===== src/rtl/regfile_writeback.sv =====
`default_nettype none
// ============================================================================
//  Module   : regfile_writeback
//  Purpose  : Writer-side front end of the integer register file. Arbitrates
//             the single-cycle ALU result path (port A) and the long-latency
//             load/multiply result path (port B) onto the single register
//             file write port. It also keeps a pending-write scoreboard, so the
//             issue stage can stall on outstanding long-latency destinations.
//
//  Ports    : clk, rst_n            clock, async active-low reset
//             iss_valid/iss_rd      long-latency issue, marks iss_rd pending
//             iss_ready             issue accepted (iss_rd not already pending)
//             a_valid/a_rd/a_data   ALU result, a_ready accepts it
//             b_valid/b_rd/b_data   long-latency result, b_ready accepts it
//             ra1, ra2              hazard query addresses
//             busy1, busy2          query address has a pending B write
//             fwd1_hit/fwd1_data    in-flight write matches ra1 (bypass build)
//             fwd2_hit/fwd2_data    in-flight write matches ra2 (bypass build)
//             we3, wa3, wd3         register file write port (registered)
//
//  Config   : REGFILE_WB_BYPASS_EN  when defined, the in-flight write is
//             exposed on fwd*, and busy* is released one cycle early for a
//             B write that is already on the write port.
//
//  Revision : 1.0  initial release
// ============================================================================
module regfile_writeback #(
   parameter int WIDTH      = 32,
   parameter int STARVE_MAX = 4      // 1..15
) (
   input  logic             clk,
   input  logic             rst_n,

   input  logic             iss_valid,
   input  logic [4:0]       iss_rd,
   output logic             iss_ready,

   input  logic             a_valid,
   input  logic [4:0]       a_rd,
   input  logic [WIDTH-1:0] a_data,
   output logic             a_ready,

   input  logic             b_valid,
   input  logic [4:0]       b_rd,
   input  logic [WIDTH-1:0] b_data,
   output logic             b_ready,

   input  logic [4:0]       ra1,
   input  logic [4:0]       ra2,
   output logic             busy1,
   output logic             busy2,
   output logic             fwd1_hit,
   output logic             fwd2_hit,
   output logic [WIDTH-1:0] fwd1_data,
   output logic [WIDTH-1:0] fwd2_data,

   output logic             we3,
   output logic [4:0]       wa3,
   output logic [WIDTH-1:0] wd3
);

   localparam logic [3:0] C_STARVE_LIM = 4'(STARVE_MAX);
   localparam logic       C_SRC_A      = 1'b0;
   localparam logic       C_SRC_B      = 1'b1;

   // -------------------------------------------------------------------------
   // Arbitration
   // -------------------------------------------------------------------------
   logic [3:0] r_starve_cnt;
   logic       r_src;          // source of the write currently on we3/wa3/wd3
   logic       w_starve;
   logic       w_a_xfer;
   logic       w_b_xfer;

   assign w_starve = (r_starve_cnt == C_STARVE_LIM);

   // A has fixed priority until B has been blocked STARVE_MAX cycles in a
   // row. Then A is held off for exactly one cycle, which lets B through.
   // The two readies can never both produce a transfer in the same cycle.
   assign a_ready  = !w_starve;
   assign b_ready  = !a_valid || w_starve;

   assign w_a_xfer = a_valid && a_ready;
   assign w_b_xfer = b_valid && b_ready;

   always_ff @(posedge clk or negedge rst_n) begin
      if (!rst_n) begin
         r_starve_cnt <= 4'd0;
      end else if (w_b_xfer) begin
         r_starve_cnt <= 4'd0;
      end else if (b_valid && !b_ready && (r_starve_cnt != C_STARVE_LIM)) begin
         r_starve_cnt <= r_starve_cnt + 4'd1;
      end
   end

   // -------------------------------------------------------------------------
   // Output register. It drives the register file write port straight from
   // flops, so no combinational path exists from a_*/b_* to we3/wa3/wd3.
   // A write to x0 still completes its handshake and loads wa3/wd3, but it
   // never raises we3.
   // -------------------------------------------------------------------------
   always_ff @(posedge clk or negedge rst_n) begin
      if (!rst_n) begin
         we3   <= 1'b0;
         wa3   <= 5'd0;
         wd3   <= '0;
         r_src <= C_SRC_A;
      end else if (w_a_xfer) begin
         we3   <= (a_rd != 5'd0);
         wa3   <= a_rd;
         wd3   <= a_data;
         r_src <= C_SRC_A;
      end else if (w_b_xfer) begin
         we3   <= (b_rd != 5'd0);
         wa3   <= b_rd;
         wd3   <= b_data;
         r_src <= C_SRC_B;
      end else begin
         we3   <= 1'b0;
      end
   end

   // -------------------------------------------------------------------------
   // Pending-write scoreboard. x0 is never pending, so only bits 31..1 exist
   // as flops. A bit is cleared at the same edge at which the register file
   // commits the B write to it. An issue to the same register in that cycle
   // takes precedence, so the new producer stays tracked.
   // -------------------------------------------------------------------------
   logic [31:1] r_busy;
   logic [31:0] w_busy;
   logic        w_set_en;
   logic        w_clr_en;

   assign w_busy    = {r_busy, 1'b0};
   assign iss_ready = !w_busy[iss_rd];
   assign w_set_en  = iss_valid && iss_ready && (iss_rd != 5'd0);
   assign w_clr_en  = we3 && (r_src == C_SRC_B);

   for (genvar i = 1; i < 32; i++) begin : g_sb
      always_ff @(posedge clk or negedge rst_n) begin
         if (!rst_n) begin
            r_busy[i] <= 1'b0;
         end else if (w_set_en && (iss_rd == 5'(i))) begin
            r_busy[i] <= 1'b1;
         end else if (w_clr_en && (wa3 == 5'(i))) begin
            r_busy[i] <= 1'b0;
         end
      end
   end

   // -------------------------------------------------------------------------
   // Hazard query outputs
   // -------------------------------------------------------------------------
`ifdef REGFILE_WB_BYPASS_EN
   // The write on the port this cycle can be forwarded. A pending B
   // destination that is on the port right now no longer needs to stall.
   assign fwd1_hit  = we3 && (wa3 == ra1) && (ra1 != 5'd0);
   assign fwd2_hit  = we3 && (wa3 == ra2) && (ra2 != 5'd0);
   assign fwd1_data = wd3;
   assign fwd2_data = wd3;
   assign busy1     = w_busy[ra1] && !(fwd1_hit && (r_src == C_SRC_B));
   assign busy2     = w_busy[ra2] && !(fwd2_hit && (r_src == C_SRC_B));
`else
   assign fwd1_hit  = 1'b0;
   assign fwd2_hit  = 1'b0;
   assign fwd1_data = '0;
   assign fwd2_data = '0;
   assign busy1     = w_busy[ra1];
   assign busy2     = w_busy[ra2];
`endif

endmodule
`default_nettype wire

===== config.mk =====
export PLATFORM = sky130hd
export DESIGN_NAME = regfile_writeback
export DESIGN_NICKNAME = d
export VERILOG_FILES = /design/src/rtl/regfile_writeback.sv
export SDC_FILE = /design/constraint.sdc
export NUM_CORES = 1
export LEC_CHECK = 0
export CAP_MARGIN = 20
export CORE_ASPECT_RATIO = 1.5
export CORE_MARGIN = 2
export CORE_UTILIZATION = 44
export CTS_BUF_LIST = sky130_fd_sc_hd__clkbuf_4
export CTS_CLUSTER_SIZE = 24
export DETAILED_ROUTE_END_ITERATION = 10
export GPL_TIMING_DRIVEN = 0
export MAX_ROUTING_LAYER = met4
export PLACE_DENSITY = 0.83
export SLEW_MARGIN = 20
export SYNTH_ARGS = -nofsm -noshare
export SYNTH_HDL_FRONTEND = slang
export SYNTH_SLANG_ARGS = --single-unit

===== constraint.sdc =====
create_clock -name clk -period 3.1 [get_ports clk]
set_input_delay 0.62 -clock clk [delete_from_list [all_inputs] [get_ports clk]]
set_output_delay 0.62 -clock clk [all_outputs]
set_load 0.02 [all_outputs]

Word-level counts from Yosys, hierarchy flattened
Index checks and enable logic that the tools add are counted.
{ "totals": {"register_bits": 74, "elab_cells": 292} }
{ "classes": {"addsub": 1, "magnitude_cmp": 3, "eq_ne": 64, "muxes": 78, "reduce_logical": 110} }
{ "op_table": {"columns": ["operator", "n"], "rows": [
  ["equality test 5 bit (second input constant)", 32],
  ["equality test 5 x 4 -> 1 bit (second input constant)", 16],
  ["logical AND 1 bit", 69],
  ["two-way mux 1 bit", 69],
  ["nonzero test 2 bit", 33],
  ["two-way mux 32 bit", 2],
  ["equality test 5 x 3 -> 1 bit (second input constant)", 8],
  ["equality test 5 x 2 -> 1 bit (second input constant)", 4],
  ["less-than comparator 5 x 6 -> 1 bit (second input constant)", 3],
  ["binary-select mux 1 bit (select 5 bit)", 3],
  ["nonzero test 5 bit", 3],
  ["equality test 5 x 1 -> 1 bit (second input constant)", 2],
  ["two-way mux 5 bit", 2],
  ["two-way mux 4 bit", 2],
  ["adder 4 x 1 -> 4 bit (second input constant)", 1],
  ["equality test 4 x 3 -> 1 bit (second input constant)", 1],
  ["zero test 1 bit", 4],
  ["inequality test 4 x 3 -> 1 bit (second input constant)", 1],
  ["logical OR 1 bit", 1]
]} }

Logic depth before layout (Yosys ltp)
Gate-level depths: netlist (run 1).
{ "logic_depth": {"word_depth": 7, "ltp_mapped": 9, "ltp_nobuf": 8} }

Least setup slack after synthesis (run 1)
OpenSTA, ideal clock, no wires.
{ "synth_path": {"path_type": "in2out", "start": "in ra1[0]", "end": "out busy1", "t_arrival_ps": 2197, "setup_slack_ps": 283, "cell_stages": 4, "cell_sequence": "buf_2 mux4_2 mux4_2 a211o_1"} }
{ "synth_between": {"elab_chain_len": 2} }
{ "synth_lines": {"columns": ["element", "line", "text"], "rows": [
  ["from (decl)", "48", "input logic [4:0] ra1,"],
  ["binary-select mux 1 bit (select 5 bit)", "168", "assign busy1 = w_busy[ra1];"],
  ["two-way mux 1 bit (not written as such)", "168", null],
  ["to (decl)", "50", "output logic busy1,"]
]} }
No other way between the ends. The select of a mux whose other input is x is not followed.

Final worst setup path (run 1)
{ "layout_path": {"start": "in iss_rd[2]", "end": "out iss_ready"} }
{ "layout_between": {"elab_chain_len": 3} }
{ "layout_lines": {"columns": ["element", "line", "text"], "rows": [
  ["from (decl)", "35", "input logic [4:0] iss_rd,"],
  ["binary-select mux 1 bit (select 5 bit)", "135", "assign iss_ready = !w_busy[iss_rd];"],
  ["two-way mux 1 bit (not written as such)", "135", null],
  ["zero test 1 bit", "135", null],
  ["to (decl)", "36", "output logic iss_ready,"]
]} }
No other way between the ends. The select of a mux whose other input is x is not followed.

==> reports/qor.yml, run 1 <==
status:
  status: "complete, no violations"
final_layout:
  drive_gt1_frac: 0.193
  antenna_cells: 0
  fin_cells: 824
  syn_to_final_growth_pct: 39.6
  fin_nets: 771
detailed_routing:
  drt_first_pass_iters: 5
  drt_iter0_drc: 323
  drcViolationCount: 0
  drt-wirelength-per-cell_microns: 17.1
  routed_wl_microns: 14100
  vias: 4293
  viasPerCell: 5.21
  ant_nets: 0
global_route:
  grt_pass1_wl_microns: 21700
  gr-max-usage-layer: "met2"
  grt_usage: 0.256
  grt_use_met1: 0.277
  gr-total-overflow: 0
  grt_max_degree: 39
  antenna_found_initial: 0
  grt_use_met2: 0.440
  grt_pass1_vias: 4271
  gr-usage-met3: 0.0584
worst_setup_path:
  path_cells: "dlygate4sd2_1 -> buf_6 -> mux2i_1 -> mux4_1 -> nand3b_1 -> o31a_1 -> buf_6 -> nand2_1 -> buf_2"
  slowest_delay_ns: 0.51
  critPathLaunch: "iss_rd[2]"
  cp.arrival_ns: 2.39
  crit_top_cell: "buf_6"
  path_buf_inv: 4
  cp-start-kind: "input pin"
  required_ns: 2.48
  timing.rr.start: "r_starve_cnt[0]$_DFFE_PN0P_"
  slowest_stage: "mux4_1"
  crit_end: "iss_ready"
  r2r_slack_ns: 0.83
  reg2reg_depth: 9
  crit_family: "buffers and inverters"
  path_max_fanout: 10
  crit_path_end_kind: "output pin"
  crit_type: "input pin to output pin"
  path_depth: 9
  r2r-end: "wd3[20]$_DFFE_PN0P_"
synth:
  synthCells: 464
  ys_dominant_reg_cell: "dfrtp_1"
  syn_area_sq_um: 4710
  syn_area_per_cell_sq_um: 10.1
  yosysWarnings: 0
  yosysUniqueCellTypes: 41
  synth_edf_count: 0
  synth_top_cells_by_count: "82 x o21ai_0, 74 x dfrtp_1, 66 x buf_4"
  synth_area_leaders: "dfrtp_1 39%, mux2i_1 12%, buf_4 11%, o21ai_0 8.7%, mux4_2 8.6%"
  synth_area_leader_cell: "dfrtp_1"
  synthArstFlopShare: 1.00
  yosys.area.top_type_share: 0.393
  ys_seq_elements: 74
  yosysMostFrequentCell: "o21ai_0"
  ys_seq_area_frac: 0.393
sta:
  layout_setup_ws_ns: 0.0873
  slew-limit-headroom: 0.515
  hold_ws_ns: 0.142
  finalSetupViolCount: 0
  rsz0062_at_grt: "false"
  post-route-min-period_ns: 3.01
  slew_violations: 0
  setup-tns-final_ns: 0
  hold_violations: 0
  finClkSkew_ns: 0.0108
  worst_pin_slew_ns: 0.728
  max_freq_mhz: 332
  fin_crit_sh: 0.972
floorplanning:
  die_area_sq_um: 11600
  die_h_microns: 131
  core_sq_um: 10500
  io_pins: 203
  row_count: 46
  start_util: 0.449
  dieWidth_microns: 88.5
place:
  preCtsSetupSlack_ns: -0.727
  hpwl_microns: 11200
  port-buffer-count: 128
  place_inst: 802
  gp_congestion: 0.873
clock_tree:
  clk_path_buf_depth: 2
  htreeDepth: 3
  clkTransAtPathRegs_ns: 0.12
  cts_buffers: 9
  cts_hold_buf: 0
  tritoncts: "done"
  clkLatencyLatePin_ns: 0.43
  cts_sinks: 74
  cts-root-buf: "clkbuf_4"
worst_hold_path:
  hp-class: "input pin to asynchronous set/reset pin"
power_and_ir_drop:
  p_per_area_nw_per_um2: 484
  p_leak_nw: 2.92
  vdd_ir_drop_max_uv: 293
run:
  cap_violations: 0
==> how the worst min path moves through the flow <==
stage                                       end                         from  cells after the start
finish                      wd3[12]$_DFFE_PN0P_                        rst_n                      1
global route                wd3[14]$_DFFE_PN0P_                        rst_n                      1
CTS                          wd3[8]$_DFFE_PN0P_                        rst_n                      1
detailed placement            r_src$_DFFE_PN0P_            r_src$_DFFE_PN0P_                      2
global placement    r_starve_cnt[3]$_DFFE_PN0P_  r_starve_cnt[3]$_DFFE_PN0P_                      1
floorplan                r_busy[10]$_DFFE_PN0P_                        rst_n                      0
==> worst reg2reg max path, cell delays in order, from the launching register on <==
cell and delay [ns]:
dfrtp_1 0.39, inv_1 0.08, ha_1 0.21, nand3b_1 0.11, and2_1 0.13, clkbuf_1 0.29, clkbuf_1 0.38, clkbuf_1 0.41
nand2_1 0.09, o21ai_0 0.09
==> through the flow <==
step / power [mW] / util / instance area [sq um]
final: 3.18 / 0.628 / 6580
after global routing: 3.37 / 0.628 / 6580
after CTS: 3.18 / 0.626 / 6560
after detailed placement: 2.67 / 0.614 / 6430
after global placement: 2.58 / 0.612 / 6410
after floorplan: 2.14 / - / 4950
==> layout make-up <==
class | instances | area (sq um)
Fill cell | 888 | 3900
Timing Repair Buffer | 135 | 1330
Clock inverter | 5 | 21.3
Tap cell | 144 | 180
Clock buffer | 11 | 82.6
Buffer | 92 | 646
Inverter | 3 | 11.3
Multi-Input combinational cell | 360 | 2460
Sequential cell | 74 | 1850
==> layer usage <==
metal  routed length, microns  share of wire
met5                        0              0
met2                     7490           0.53
met3                     1110          0.079
met4                      504          0.036
met1                     4990           0.35
==> power by group <==
part           internal (mW)  total (mW)  switching, mW
clock                  0.173       0.500          0.327
combinational          0.662        1.27          0.612
sequential              1.18        1.41          0.231
==> cells in the final DEF (no fill, tap or decap), types with 2 or more instances in the layout <==
| cell | netlist | layout |
|---|---|---|
| nor2_1 | 8 | 8 |
| buf_6 | 2 | 3 |
| clkbuf_4 | 0 | 11 |
| and3_1 | 2 | 2 |
| inv_1 | 3 | 3 |
| a211o_1 | 2 | 2 |
| nand3b_1 | 3 | 3 |
| mux4_2 | 18 | 18 |
| buf_2 | 6 | 4 |
| o21ai_0 | 82 | 82 |
| ha_1 | 2 | 2 |
| clkbuf_2 | 0 | 4 |
| buf_4 | 66 | 75 |
| nor4_1 | 2 | 2 |
| o21ai_2 | 8 | 8 |
| nor3b_1 | 3 | 3 |
| clkbuf_1 | 13 | 11 |
| clkinv_1 | 0 | 3 |
| or4_1 | 2 | 2 |
| o31ai_1 | 15 | 15 |
| clkinv_2 | 0 | 2 |
| buf_1 | 4 | 4 |
| nand3_1 | 9 | 9 |
| clkdlybuf4s50_1 | 0 | 121 |
| mux2i_1 | 55 | 55 |
| nor2b_1 | 9 | 9 |
| conb_1 | 1 | 66 |
| nand2b_1 | 4 | 4 |
| dlygate4sd2_1 | 0 | 3 |
| nand2_1 | 52 | 52 |
| a21oi_1 | 4 | 4 |
| dfrtp_1 | 74 | 74 |
| buf_12 | 1 | 2 |
==> flip-flops by register name, summed over array words and instances (netlist names) <==
register      cells
we3               1
wd3              32
r_src             1
r_starve_cnt      4
r_busy           31
wa3               5
==> timing repair <==
action                                 in CTS  in global routing
gates resized for setup                    15                  4
endpoints found under the hold margin       0                  0
buffers inserted                            3                  3
setup endpoints to repair                   4                  2
pin swaps                                   0                  0
==> cells by family (layout without fill, tap and decap cells) <==
| logic type | count (synthesis) | after routing | share of synthesized area |
|---|---|---|---|
| AOI/OAI and AO/OA | 116 | 116 | 0.147 |
| adders and majority gates | 2 | 2 | 0.00531 |
| buffers and inverters | 95 | 246 | 0.137 |
| DFF | 74 | 74 | 0.393 |
| muxes | 76 | 76 | 0.213 |
| other | 1 | 66 | 0.000796 |
| and+or+nand+nor | 100 | 100 | 0.104 |
Note: power is estimated with default switching activity, not from simulation.
==> inputs of run 2 (changes only) <==
--- a/config.mk
+++ b/config.mk
@@ -8,13 +8,13 @@
 export CAP_MARGIN = 20
 export CORE_ASPECT_RATIO = 1.5
 export CORE_MARGIN = 2
-export CORE_UTILIZATION = 44
+export CORE_UTILIZATION = 40
 export CTS_BUF_LIST = sky130_fd_sc_hd__clkbuf_4
 export CTS_CLUSTER_SIZE = 24
 export DETAILED_ROUTE_END_ITERATION = 10
 export GPL_TIMING_DRIVEN = 0
 export MAX_ROUTING_LAYER = met4
-export PLACE_DENSITY = 0.83
+export PLACE_DENSITY = 0.76
 export SLEW_MARGIN = 20
 export SYNTH_ARGS = -nofsm -noshare
 export SYNTH_HDL_FRONTEND = slang
==> run 2 against run 1 <==
  * The run now ends with negative setup slack left
  * Combinational power is essentially flat
  * Clock skew barely moved
  * Hold slack got worse by 0.039 ns
  * Core utilization fell by 4.8 points
  * Sequential share of layout area shrank 0.30 points
  * Register-to-register slack improved by 0.02 ns
  * Largest power group unchanged
==> reports/qor.yml, run 2 (synthesis gave the netlist of run 1 again) <==
final_layout:
  antenna_cells: 0  # unchanged
  largest_reg_flops: 32  # unchanged
  final_cell_mix: "122 x clkdlybuf4s50_1, 82 x o21ai_0, 74 x dfrtp_1, 71 x buf_4, 66 x conb_1"  # was 121 x clkdlybuf4s50_1, 82 x o21ai_0, 75 x buf_4, 74 x dfrtp_1, 66 x conb_1
  fin_nets: 767  # was 771
  ff_latch_area_sq_um: 1850  # unchanged
  drive_gt1_frac: 0.191  # was 0.193
  multi_input_area_sq_um: 2470  # was 2460 sq um
  top_regs: "wd3 (32), r_busy (31), wa3 (5)"  # unchanged
  regMostFlops: "wd3"  # unchanged
  nFillCells: 983  # was 888
  fin_cells: 826  # was 824
  syn_to_final_growth_pct: 41.2  # was 39.6%
  final_common_cell: "clkdlybuf4s50_1"  # unchanged
  fin_area_sq_um: 6650  # was 6580 sq um
power_and_ir_drop:
  p_per_area_nw_per_um2: 501  # was 484 nW/um^2
  vdd_ir_drop_max_uv: 275  # was 293 uV
  p_leak_nw: 2.94  # was 2.92 nW
detailed_routing:
  drt_iter0_drc: 235  # was 323
  drt_first_pass_iters: 5  # unchanged
  drt-wirelength-per-cell_microns: 17.2  # was 17.1 microns
  ant_nets: 0  # unchanged
  viasPerCell: 5.11  # was 5.21
  drcViolationCount: 0  # unchanged
  routed_wl_microns: 14200  # was 14100 microns
  vias: 4218  # was 4293
floorplanning:
  row_count: 48  # was 46
  start_util: 0.410  # was 0.449
  die_area_sq_um: 12700  # was 11600 sq um
  io_pins: 203  # unchanged
  dieWidth_microns: 92.6  # was 88.5 microns
  die_h_microns: 137  # was 131 microns
  core_sq_um: 11500  # was 10500 sq um
clock_tree:
  clkLatencyLatePin_ns: 0.43  # about the same
  cts-root-buf: "clkbuf_4"  # unchanged
  tritoncts: "done"  # unchanged
  cts_hold_buf: 0  # unchanged
  clk_path_buf_depth: 2  # unchanged
  cts_sinks: 74  # unchanged
  cts_buffers: 9  # unchanged
  clkTransAtPathRegs_ns: 0.12  # about the same
  htreeDepth: 3  # unchanged
worst_setup_path:
  slowest_stage: "mux4_1"  # unchanged
  crit_path_end_kind: "output pin"  # unchanged
  cp.arrival_ns: 2.51  # was 2.39 ns
  cp-start-kind: "input pin"  # unchanged
  path_max_fanout: 10  # unchanged
  required_ns: 2.48  # about the same
  path_cells: "clkdlybuf4s50_1 -> mux4_1 -> nand3b_1 -> o31a_1 -> buf_6 -> nand2_1 -> buf_2"  # was dlygate4sd2_1 -> buf_6 -> mux2i_1 -> mux4_1 -> nand3b_1 -> o31a_1 -> buf_6 -> nand2_1 -> buf_2
  slowest_delay_ns: 0.59  # was 0.51 ns
  crit_type: "input pin to output pin"  # unchanged
status:
  failed_checks: "negative setup slack"
  status: "finished, violations left"  # was complete, no violations
place:
  place_inst: 808  # was 802
  hpwl_microns: 11400  # was 11200 microns
  placed_area_sq_um: 6450  # was 6430 sq um
  port-buffer-count: 128  # unchanged
  gp_congestion: 0.896  # was 0.873
sta:
  finalSetupViolCount: 1  # was 0
  slew_violations: 0  # unchanged
  finClkSkew_ns: 0.0107  # was 0.0108 ns
  hold_violations: 0  # unchanged
  max_freq_mhz: 319  # was 332 MHz
  worst_pin_slew_ns: 0.710  # was 0.728 ns
  hold_ws_ns: 0.103  # was 0.142 ns
  post-route-min-period_ns: 3.13  # was 3.01 ns
  layout_setup_ws_ns: -0.0316  # was 0.0873 ns
  rsz0062_at_grt: "true"  # was false
  slew-limit-headroom: 0.527  # was 0.515
  fin_crit_sh: 1.01  # was 0.972
global_route:
  grt_pass1_vias: 4344  # was 4271
  gr-total-overflow: 0  # unchanged
  grt_max_degree: 48  # was 39
  antenna_found_initial: 0  # unchanged
  grt_usage: 0.235  # was 0.256
  grt_pass1_wl_microns: 21900  # was 21700 microns
run:
  cap_violations: 0  # unchanged
worst_hold_path:
  hp-class: "input pin to asynchronous set/reset pin"  # unchanged
==> run 2: cell count changes in the layout (fill, tap and decap cells not counted), moves of 2 or more <==
| cell | before | now |
|---|---|---|
| clkbuf_2 | 4 | 2 |
| clkdlybuf4s15_1 | 0 | 2 |
| clkinv_1 | 3 | 1 |
| dlygate4sd2_1 | 3 | 0 |
| bufinv_16 | 0 | 2 |
| dlymetal6s2s_1 | 0 | 2 |
| buf_4 | 75 | 71 |
==> run 2: report_power, final <==
| group | internal [mW] | switching (mW) |
|---|---|---|
| clock | 0.331 | 0.345 |
| combinational | 0.648 | 0.599 |
| sequential | 1.18 | 0.227 |
| total | 2.16 | 1.17 |
==> run 2: final timing paths <==
check / from / endpoint / slack [ns] / cells past startpoint
max: iss_rd[0] / iss_ready / -0.03 / 7
max in group asynchronous: rst_n / r_busy[9]$_DFFE_PN0P_ / 2.42 / 2
min in group clk: r_starve_cnt[3]$_DFFE_PN0P_ / r_starve_cnt[3]$_DFFE_PN0P_ / 0.52 / 1
max reg2reg: r_starve_cnt[0]$_DFFE_PN0P_ / wd3[25]$_DFFE_PN0P_ / 0.85 / 9
min: rst_n / wd3[10]$_DFFE_PN0P_ / 0.10 / 1
min reg2reg: r_starve_cnt[3]$_DFFE_PN0P_ / r_starve_cnt[3]$_DFFE_PN0P_ / 0.52 / 1
==> run 2: timing repair <==
item	in CTS	in global routing
setup endpoints to repair	3	4
buffers inserted	2	0
endpoints found under the hold margin	0	0
resized for setup	13	6
==> run 2: critical path: cells and delay by family <==
family | cells | cell delay [ns]
buf+inv | 3 | 0.91
mux | 1 | 0.59
simple gates | 2 | 0.21
compound gates | 1 | 0.17
==> run 2: metal layers <==
layer,up-vias,GRT usage,wire length (microns)
li1,1955,-,-
met1,2019,0.252,5170
met2,220,0.416,7530
met3,24,0.0430,1160
met4,0,0.114,320
met5,-,-,0
==> run 2: cell type report <==
| type | instances | area share |
|---|---|---|
| multi-input cells | 360 | 0.372 |
| flip-flops and latches | 74 | 0.279 |
| repair buffers | 131 | 0.199 |
| plain buffers | 92 | 0.0975 |
| well taps | 150 | 0.0282 |
| clock inverters | 6 | 0.0122 |
| clock buffers | 10 | 0.0113 |
| inverters | 3 | 0.00169 |
==> run 2: metrics by stage <==
stage,power (mW),setup slack [ns],TNS (ns),util
global placement,2.60,-1.17,-86.97,0.560
floorplan,2.14,0.283,0,-
global route,3.51,-0.0804,-0.0804,0.579
finish,3.33,-0.0316,-0.0316,0.579
detailed placement,2.66,-0.688,-1.25,0.562
CTS,3.34,-0.0987,-0.0987,0.578
